[src/rtl/div8bit_seq_if.sv]
// rtl/div8bit_seq_if.sv - handshake/operand bundle for div8bit_seq; is_signed exists only with DIV8_SIGNED_EN
interface div8bit_seq_if;
  logic       start;
  logic [7:0] dividend;
  logic [7:0] divisor;
`ifdef DIV8_SIGNED_EN
  logic       is_signed;
`endif
  logic       busy;
  logic       done;
  logic [7:0] quotient;
  logic [7:0] remainder;
  logic       div_zero;

  modport master (
`ifdef DIV8_SIGNED_EN
    output is_signed,
`endif
    output start, dividend, divisor,
    input  busy, done, quotient, remainder, div_zero
  );

  modport slave (
`ifdef DIV8_SIGNED_EN
    input  is_signed,
`endif
    input  start, dividend, divisor,
    output busy, done, quotient, remainder, div_zero
  );
endinterface

[src/rtl/div8bit_seq.sv]
// rtl/div8bit_seq.sv - 8-bit sequential restoring divider, one quotient bit per cycle
// Signed two's-complement support is compiled in with DIV8_SIGNED_EN.
module div8bit_seq (
  input  logic         clk,
  input  logic         rst_n,
  div8bit_seq_if.slave bus
);

  typedef enum logic [1:0] {
    IDLE = 2'd0,
    CALC = 2'd1,
    DONE = 2'd2
`ifdef DIV8_SIGNED_EN
    , FIX = 2'd3
`endif
  } state_t;

  state_t     state, state_nxt;
  logic [2:0] count;
  logic [7:0] quo_w, rem_w, dvs;
  logic [7:0] quotient, remainder;
  logic       div_zero;
  logic [8:0] partial;
  logic       step_ok;
  logic [7:0] sub, rem_nxt, quo_nxt;
  logic [7:0] mag_dividend, mag_divisor;
  logic       last_iter;

`ifdef DIV8_SIGNED_EN
  logic work_signed, neg_q, neg_r;
  assign mag_dividend = (bus.is_signed && bus.dividend[7]) ? (~bus.dividend + 8'd1) : bus.dividend;
  assign mag_divisor  = (bus.is_signed && bus.divisor[7])  ? (~bus.divisor + 8'd1)  : bus.divisor;
`else
  assign mag_dividend = bus.dividend;
  assign mag_divisor  = bus.divisor;
`endif

  assign last_iter = (count == 3'd0);

  // The true difference is always below dvs, so 8-bit wraparound subtraction yields it exactly.
  always_comb begin
    partial = {rem_w, quo_w[7]};
    step_ok = (partial >= {1'b0, dvs});
    sub     = partial[7:0] - dvs;
    rem_nxt = step_ok ? sub : partial[7:0];
    quo_nxt = {quo_w[6:0], step_ok};
  end

  always_comb begin
    state_nxt = state;
    case (state)
      IDLE: if (bus.start) state_nxt = (bus.divisor == 8'd0) ? DONE : CALC;
      CALC: begin
        if (last_iter) begin
`ifdef DIV8_SIGNED_EN
          state_nxt = work_signed ? FIX : DONE;
`else
          state_nxt = DONE;
`endif
        end
      end
`ifdef DIV8_SIGNED_EN
      FIX:  state_nxt = DONE;
`endif
      DONE: state_nxt = IDLE;
      default: state_nxt = IDLE;
    endcase
  end

  always_ff @(posedge clk) begin
    if (!rst_n) state <= IDLE;
    else        state <= state_nxt;
  end

  always_ff @(posedge clk) begin
    if (!rst_n) begin
      count     <= 3'd0;
      quo_w     <= 8'd0;
      rem_w     <= 8'd0;
      dvs       <= 8'd0;
      quotient  <= 8'd0;
      remainder <= 8'd0;
      div_zero  <= 1'b0;
`ifdef DIV8_SIGNED_EN
      work_signed <= 1'b0;
      neg_q       <= 1'b0;
      neg_r       <= 1'b0;
`endif
    end else begin
      case (state)
        IDLE: begin
          if (bus.start) begin
            quo_w    <= mag_dividend;
            rem_w    <= 8'd0;
            dvs      <= mag_divisor;
            count    <= 3'd7;
            div_zero <= (bus.divisor == 8'd0);
`ifdef DIV8_SIGNED_EN
            work_signed <= bus.is_signed;
            neg_q       <= bus.is_signed && (bus.dividend[7] ^ bus.divisor[7]);
            neg_r       <= bus.is_signed && bus.dividend[7];
`endif
            // Divide-by-zero results are final at capture; CALC is skipped entirely.
            if (bus.divisor == 8'd0) begin
              quotient  <= 8'hFF;
              remainder <= bus.dividend;
            end
          end
        end
        CALC: begin
          quo_w <= quo_nxt;
          rem_w <= rem_nxt;
          count <= count - 3'd1;
`ifdef DIV8_SIGNED_EN
          if (last_iter && !work_signed) begin
`else
          if (last_iter) begin
`endif
            quotient  <= quo_nxt;
            remainder <= rem_nxt;
          end
        end
`ifdef DIV8_SIGNED_EN
        FIX: begin
          quotient  <= neg_q ? (~quo_w + 8'd1) : quo_w;
          remainder <= neg_r ? (~rem_w + 8'd1) : rem_w;
        end
`endif
        default: ;
      endcase
    end
  end

`ifdef DIV8_SIGNED_EN
  assign bus.busy = (state == CALC) || (state == FIX);
`else
  assign bus.busy = (state == CALC);
`endif
  assign bus.done      = (state == DONE);
  assign bus.quotient  = quotient;
  assign bus.remainder = remainder;
  assign bus.div_zero  = div_zero;

endmodule
[src/flat_wrapper.sv]
// flat-port wrapper written by rule: the top's interface ports become plain ports
module div8bit_seq_flat 
  (clk, rst_n, bus_start, bus_dividend, bus_divisor, bus_busy, bus_done, bus_quotient, bus_remainder, bus_div_zero);
  div8bit_seq_if bus_i ();
  input  logic clk;
  input  logic rst_n;
  input wire logic [$bits(bus_i.start)-1:0] bus_start;
  input wire logic [$bits(bus_i.dividend)-1:0] bus_dividend;
  input wire logic [$bits(bus_i.divisor)-1:0] bus_divisor;
  output wire logic [$bits(bus_i.busy)-1:0] bus_busy;
  output wire logic [$bits(bus_i.done)-1:0] bus_done;
  output wire logic [$bits(bus_i.quotient)-1:0] bus_quotient;
  output wire logic [$bits(bus_i.remainder)-1:0] bus_remainder;
  output wire logic [$bits(bus_i.div_zero)-1:0] bus_div_zero;
  assign bus_i.start = bus_start;
  assign bus_i.dividend = bus_dividend;
  assign bus_i.divisor = bus_divisor;
  assign bus_busy = bus_i.busy;
  assign bus_done = bus_i.done;
  assign bus_quotient = bus_i.quotient;
  assign bus_remainder = bus_i.remainder;
  assign bus_div_zero = bus_i.div_zero;
  div8bit_seq u_core (.clk(clk), .rst_n(rst_n), .bus(bus_i));
endmodule
[config.mk]
export PLATFORM = sky130hd
export DESIGN_NAME = div8bit_seq_flat
export DESIGN_NICKNAME = d
export VERILOG_FILES = /design/src/rtl/div8bit_seq_if.sv /design/src/rtl/div8bit_seq.sv /design/src/flat_wrapper.sv
export SDC_FILE = /design/constraint.sdc
export NUM_CORES = 1
export LEC_CHECK = 0
export BUFFER_PORTS_ARGS = -buffer_cell sky130_fd_sc_hd__buf_2
export CAP_MARGIN = 20
export CORE_ASPECT_RATIO = 1.75
export CORE_MARGIN = 4
export CORE_UTILIZATION = 45
export CTS_BUF_LIST = sky130_fd_sc_hd__clkbuf_4
export DETAILED_ROUTE_END_ITERATION = 6
export MAX_ROUTING_LAYER = met4
export PLACE_DENSITY = 0.63
export SETUP_SLACK_MARGIN = 0.3
export SYNTH_ARGS = -nofsm -noshare
export SYNTH_HDL_FRONTEND = slang
export SYNTH_SLANG_ARGS = --single-unit
[constraint.sdc]
create_clock -name clk -period 2.4 [get_ports clk]
set_input_delay 0.72 -clock clk [delete_from_list [all_inputs] [get_ports clk]]
set_output_delay 0.72 -clock clk [all_outputs]
set_load 0.01 [all_outputs]
; ---- Yosys cells after proc, flatten, opt, wreduce, memory -nomap -nowiden
; Cells that the tools add are included.
[word_totals]
out_inout_bits = 19
latchBits = 0
register_bits = 46
mem_bits_ro = 0
ramBits = 0
elab_cells = 43
n_memories = 0
[classes]
shifts = 0
mul = 0
bitwise_logic = 0
n_addsub = 2
div = 0
n_lt_le_gt_ge = 1
reduce_logical = 8
muxes = 19
n_eq_ne = 5
[ops]
columns = cell, count
row1 = $mux W8, 9
row2 = $pmux W8 S2, 4
row3 = $ge A9 B8 Y1, 1
row4 = $logic_not A8 Y1, 1
row5 = $sub A8 B8 Y8, 1
row6 = $mux W2, 3
row7 = $pmux W3 S2, 1
row8 = $reduce_and A2 Y1, 3
row9 = $ne A2 B1 Y1 const B, 2
row10 = $pmux W2 S2, 1
row11 = $reduce_and A4 Y1, 1
row12 = $logic_not A3 Y1, 1
row13 = $mux W3, 1
row14 = $sub A3 B1 Y3 const B, 1
row15 = $eq A2 B1 Y1 const B, 1
row16 = $eq A2 B2 Y1 const B, 1
row17 = $logic_not A2 Y1, 1
row18 = $ne A2 B2 Y1 const B, 1
row19 = $reduce_bool A2 Y1, 1

; ---- Logic depth before layout (Yosys ltp)
[depth]
word_depth = 4
depth_mapped = 10

; ---- Worst setup path after synthesis
; No wires, ideal clock.
[synth_timing]
kind = input to register
from = input bus_divisor[2]
to = register u_core.remainder[7], in the netlist u_core.bus.remainder[7]
path_buffers = 1
t_required_ps = 2326
arrival_ps = 2041
setup_slack_ps = 285
cell_stages = 7
cell_sequence = or4_4 o32ai_2 buf_4 nor2_2 a21oi_2 o311ai_1 a31oi_1
[synth_between]
elab_chain_len = 3
[synth_rtl]
columns = element, line_no
row1 = start: declaration, flat_wrapper.sv:9  ; input wire logic [$bits(bus_i.divisor)-1:0] bus_divisor;
row2 = $logic_not A8 Y1, div8bit_seq.sv:104  ; if (bus.divisor == 8'd0) begin
row3 = $ne A2 B1 Y1 (no source line), --
row4 = $reduce_and A4 Y1 (no source line), --
row5 = end signal: assignment, div8bit_seq.sv:106  ; remainder <= bus.dividend;
row6 = end signal: assignment, div8bit_seq.sv:120  ; remainder <= rem_nxt;
row7 = end: declaration, div8bit_seq.sv:21  ; logic [7:0] quotient, remainder;
; Every way passes these cells.
; A chain may end at the register's enable or synchronous reset.

; ---- Worst setup path in the final report
[layout_timing]
from = register u_core.quo_w[7]
to = register u_core.remainder[6], in the netlist u_core.bus.remainder[6]
[layout_between]
elab_chain_len = 4
elab_cells_between_ends = 5
[layout_rtl]
columns = element, line_no
row1 = start: declaration, div8bit_seq.sv:20  ; logic [7:0] quo_w, rem_w, dvs;
row2 = start signal: assignment, div8bit_seq.sv:93  ; quo_w <= mag_dividend;
row3 = start signal: assignment, div8bit_seq.sv:111  ; quo_w <= quo_nxt;
row4 = $sub A8 B8 Y8 / $ge A9 B8 Y1 (equally long branches), "div8bit_seq.sv:44, div8bit_seq.sv:43"
row5 = $mux W8 *, div8bit_seq.sv:45  ; rem_nxt = step_ok ? sub : partial[7:0];
row6 = $mux W8 *, div8bit_seq.sv:117  ; if (last_iter) begin
row7 = $pmux W8 S2 *, div8bit_seq.sv:90  ; case (state)
; Every way passes the cells marked *; elsewhere a longest branch is shown, timed or not. The select of a mux whose other input is x is not followed.

==> metrics.yaml <==
routing:
  drtIter0Drc: 36
  vias_per_cell: 5.684
  drt_drc_violations_left: 0
  wl_per_cell_um: 16.10
  dr.max_layer_used: "met4"
  met3_length_um: 146
  ant_nets: 0
  wl_met1_um: 2403
  totalWireLength_um: 6166
  drtPass1Iterations: 4
  via_count: 2177
  wl_met2_um: 3387
finish:
  n_fill_cell: 447
  layout_commonest_cell: "nand2_1"
  areaGrowthSynthToFinish_pct: 29.53
  final_net_count: 362
  drive_gt1_frac: 0.3202
  diodes: 0
  layout_common_cells: "nand2_1, buf_2, dfxtp_1"
flow_run:
  maxCapViolCount: 0
clock_tree:
  htreeDepth: 2
  cts_hold_buf: 0
  cts_buffer_depth: 2
  cts_buffers: 5
  cts.reportedPaths.clkPinSlew_ns: 0.12
  cts_sinks: 46
  cts_tree: "yes"
  clkLatencyLatePin_ns: 0.35
  root_buffer: "clkbuf_4"
critical_path:
  r2r_setup_slack_ns: 0.35
  crit_chain: "inv_1 -> ha_4 -> fa_1 -> nand2b_4 -> a211oi_2 -> o21a_1 -> nor3_1 -> o31a_1 -> a21oi_1"
  r2r-start: "u_core.quo_w[7]$_SDFFE_PN0P_"
  max_stage_delay_ns: 0.37
  worst-path-buf-inv: 1
  path_max_fanout: 3
  cp_top_family: "compound AO/OA/AOI/OAI gates"
  r2r_end: "u_core.bus.remainder[6]$_SDFFE_PN0P_"
  r2r_cells: 9
  critical_path_class: "flip-flop to flip-flop"
  startpoint_type: "flip-flop"
  crit_arrival_ns: 2.34
  cp.required_ns: 2.69
  worst_path_max_delay_cell: "fa_1"
  cp-end-kind: "flip-flop"
min_path:
  min_to: "u_core.dvs[7]$_SDFFE_PN0P_"
  worstHoldPathType: "flip-flop to flip-flop"
  holdCritStartpoint: "u_core.dvs[7]$_SDFFE_PN0P_"
  hold_depth: 2
synth:
  syn-num-nets: 312
  synth-xor-area-share: 0.01170
  synth_top_family_by_area: "compound AO/OA/AOI/OAI gates"
  synth_compound_area_frac: 0.2557
  syn_area_sq_um: 2246
  ys_warn_count: 0
  syn_area_per_cell_sq_um: 7.964
  synthCells: 282
  ys_seq_area_frac: 0.4100
  synthArstFlopShare: 0
  ys_types: 45
  synth-edff-count: 0
  ys_seq_elements: 46
  synthMuxAreaShare: 0
  synthSimpleGateAreaFrac: 0.2006
  post_synth_fa_ha_maj_area_fraction: 0.06462
  synth_ff_type: "dfxtp_1"
global_route:
  grt_pass1_vias: 2159
  antenna_found_initial: 0
  grt-ovfl-total: 0
  grt_pass1_wl_um: 9956
  grt_max_degree: 30
  grtUsageTotal: 0.2185
floorplanning:
  die_w_um: 61.41
  dieArea_sq_um: 6230
  initial_utilization: 0.4730
  fp.dieH_um: 101.5
  io_pins: 38
  rows: 33
  core-area_sq_um: 4748
sta:
  finalMaxSlewViolations: 0
  finClkSkew_ns: 0.007031
  fmax_mhz: 488.7
  post-route-period-util: 0.8526
  period_needed_ns: 2.046
  grt_setup_unrepaired: "yes"
  final-setup-viol-count: 0
  whs_ns: 0.4656
  worstMarginPinSlew_ns: 0.3625
  hold_viol: 0
  finalSetupTns_ns: 0
  relSlewSlack: 0.7568
power:
  leakage_uw: 0.001174
  p_per_area_nw_per_um2: 810.2
  peakVddDrop_v: 0.0005645
place:
  dpl.hpwl_um: 4489
  place.gp.congestion: 0.8453
  port_buffers: 37
status:
  status: "complete, no violations"
==> sequential cells by signal, indices dropped and copies added (netlist names) <==
| name | cells |
|---|---|
| u_core.bus.quotient | 8 |
| u_core.bus.div_zero | 1 |
| u_core.count | 3 |
| u_core.state | 2 |
| u_core.bus.remainder | 8 |
| u_core.dvs | 8 |
| u_core.rem_w | 8 |
| u_core.quo_w | 8 |
==> cell usage after synthesis (2+ instances only) <==
cell type  count  share of area
xnor2_1        2         0.0078
a311oi_1       9          0.035
a211o_1        2         0.0078
buf_2          4         0.0089
a211oi_1       9          0.030
o211ai_1       4          0.013
ha_1          10          0.056
nand2_1       52          0.087
nand3_1        3         0.0067
dfxtp_1       46           0.41
o31ai_1        2         0.0067
a31oi_1        6          0.017
inv_1         17          0.028
or3_1          3         0.0084
nor2_1        30          0.050
o21ai_0       14          0.031
nor3_1         5          0.011
clkbuf_1       8          0.013
a21oi_1       23          0.051
nand2b_1       5          0.014
o21a_1         4          0.013
==> routing by layer <==
layer | up-vias | track usage
li1 | 1094 | -
met1 | 1019 | 0.2389
met2 | 43 | 0.3719
met3 | 21 | 0.03316
met4 | 0 | 0.1062
met5 | - | -
==> tightest hold or removal path: cells and delay by family, from the launching register on <==
kind / cells / cell delay [ns]
and+or+nand+nor: 1 / 0.05
DFF: 1 / 0.33
AOI/OAI and AO/OA: 1 / 0.05
==> cell families after synthesis <==
logic type      count (synthesis)
buf+inv                        32
simple gates                  105
compound gates                 85
flops                          46
xor+xnor                        3
fa+ha+maj                      11
==> through the flow <==
| step | util | cells | setup WS (ns) | cell area (sq um) | power, uW |
|---|---|---|---|---|---|
| 5_1_grt | 0.6126 | 383 | 0.2585 | 2909 | 2526 |
| 3_3_place_gp | 0.5418 | 370 | 0.08211 | 2572 | 1724 |
| 6_report | 0.6126 | 383 | 0.3538 | 2909 | 2357 |
| 3_5_place_dp | 0.5418 | 370 | 0.04689 | 2572 | 1725 |
| 2_1_floorplan | - | 282 | 0.2854 | 2250 | 1444 |
| 4_1_cts | 0.5655 | 378 | 0.2660 | 2685 | 2154 |
==> worst max path at each step <==
stage | depth (start not counted) | from | slack (ns) | endpoint
5_1_grt | 9 | u_core.dvs[2]$_SDFFE_PN0P_ | 0.26 | u_core.rem_w[6]$_SDFFE_PN0P_
2_1_floorplan | 7 | bus_divisor[6] | 0.29 | u_core.bus.remainder[7]$_SDFFE_PN0P_
3_3_place_gp | 8 | bus_divisor[6] | 0.08 | u_core.bus.remainder[7]$_SDFFE_PN0P_
4_1_cts | 9 | u_core.dvs[6]$_SDFFE_PN0P_ | 0.27 | u_core.bus.remainder[7]$_SDFFE_PN0P_
6_report | 9 | u_core.quo_w[7]$_SDFFE_PN0P_ | 0.35 | u_core.bus.remainder[6]$_SDFFE_PN0P_
3_5_place_dp | 8 | bus_divisor[6] | 0.05 | u_core.bus.remainder[7]$_SDFFE_PN0P_
==> layout make-up <==
cell class | count | area, sq um | area share
inverter | 18 | 67.56 | 0.02323
sequential | 46 | 934.6 | 0.3213
clock inverter | 1 | 3.754 | 0.001290
clock buffer | 5 | 37.54 | 0.01290
timing repair buffer | 57 | 360.3 | 0.1239
tap | 52 | 65.06 | 0.02237
multi-input combinational | 204 | 1440 | 0.4951
==> report_power, final <==
group	internal, uW	switching [uW]
clock network	101	228
logic	507	613
registers	847	62.0
==> what timing repair did <==
action	CTS	global route
resized for setup	12	39
pin swaps	6	19
setup endpoints to repair	15	18
buffers inserted	2	5
Power figures use the tool's default switching activity.
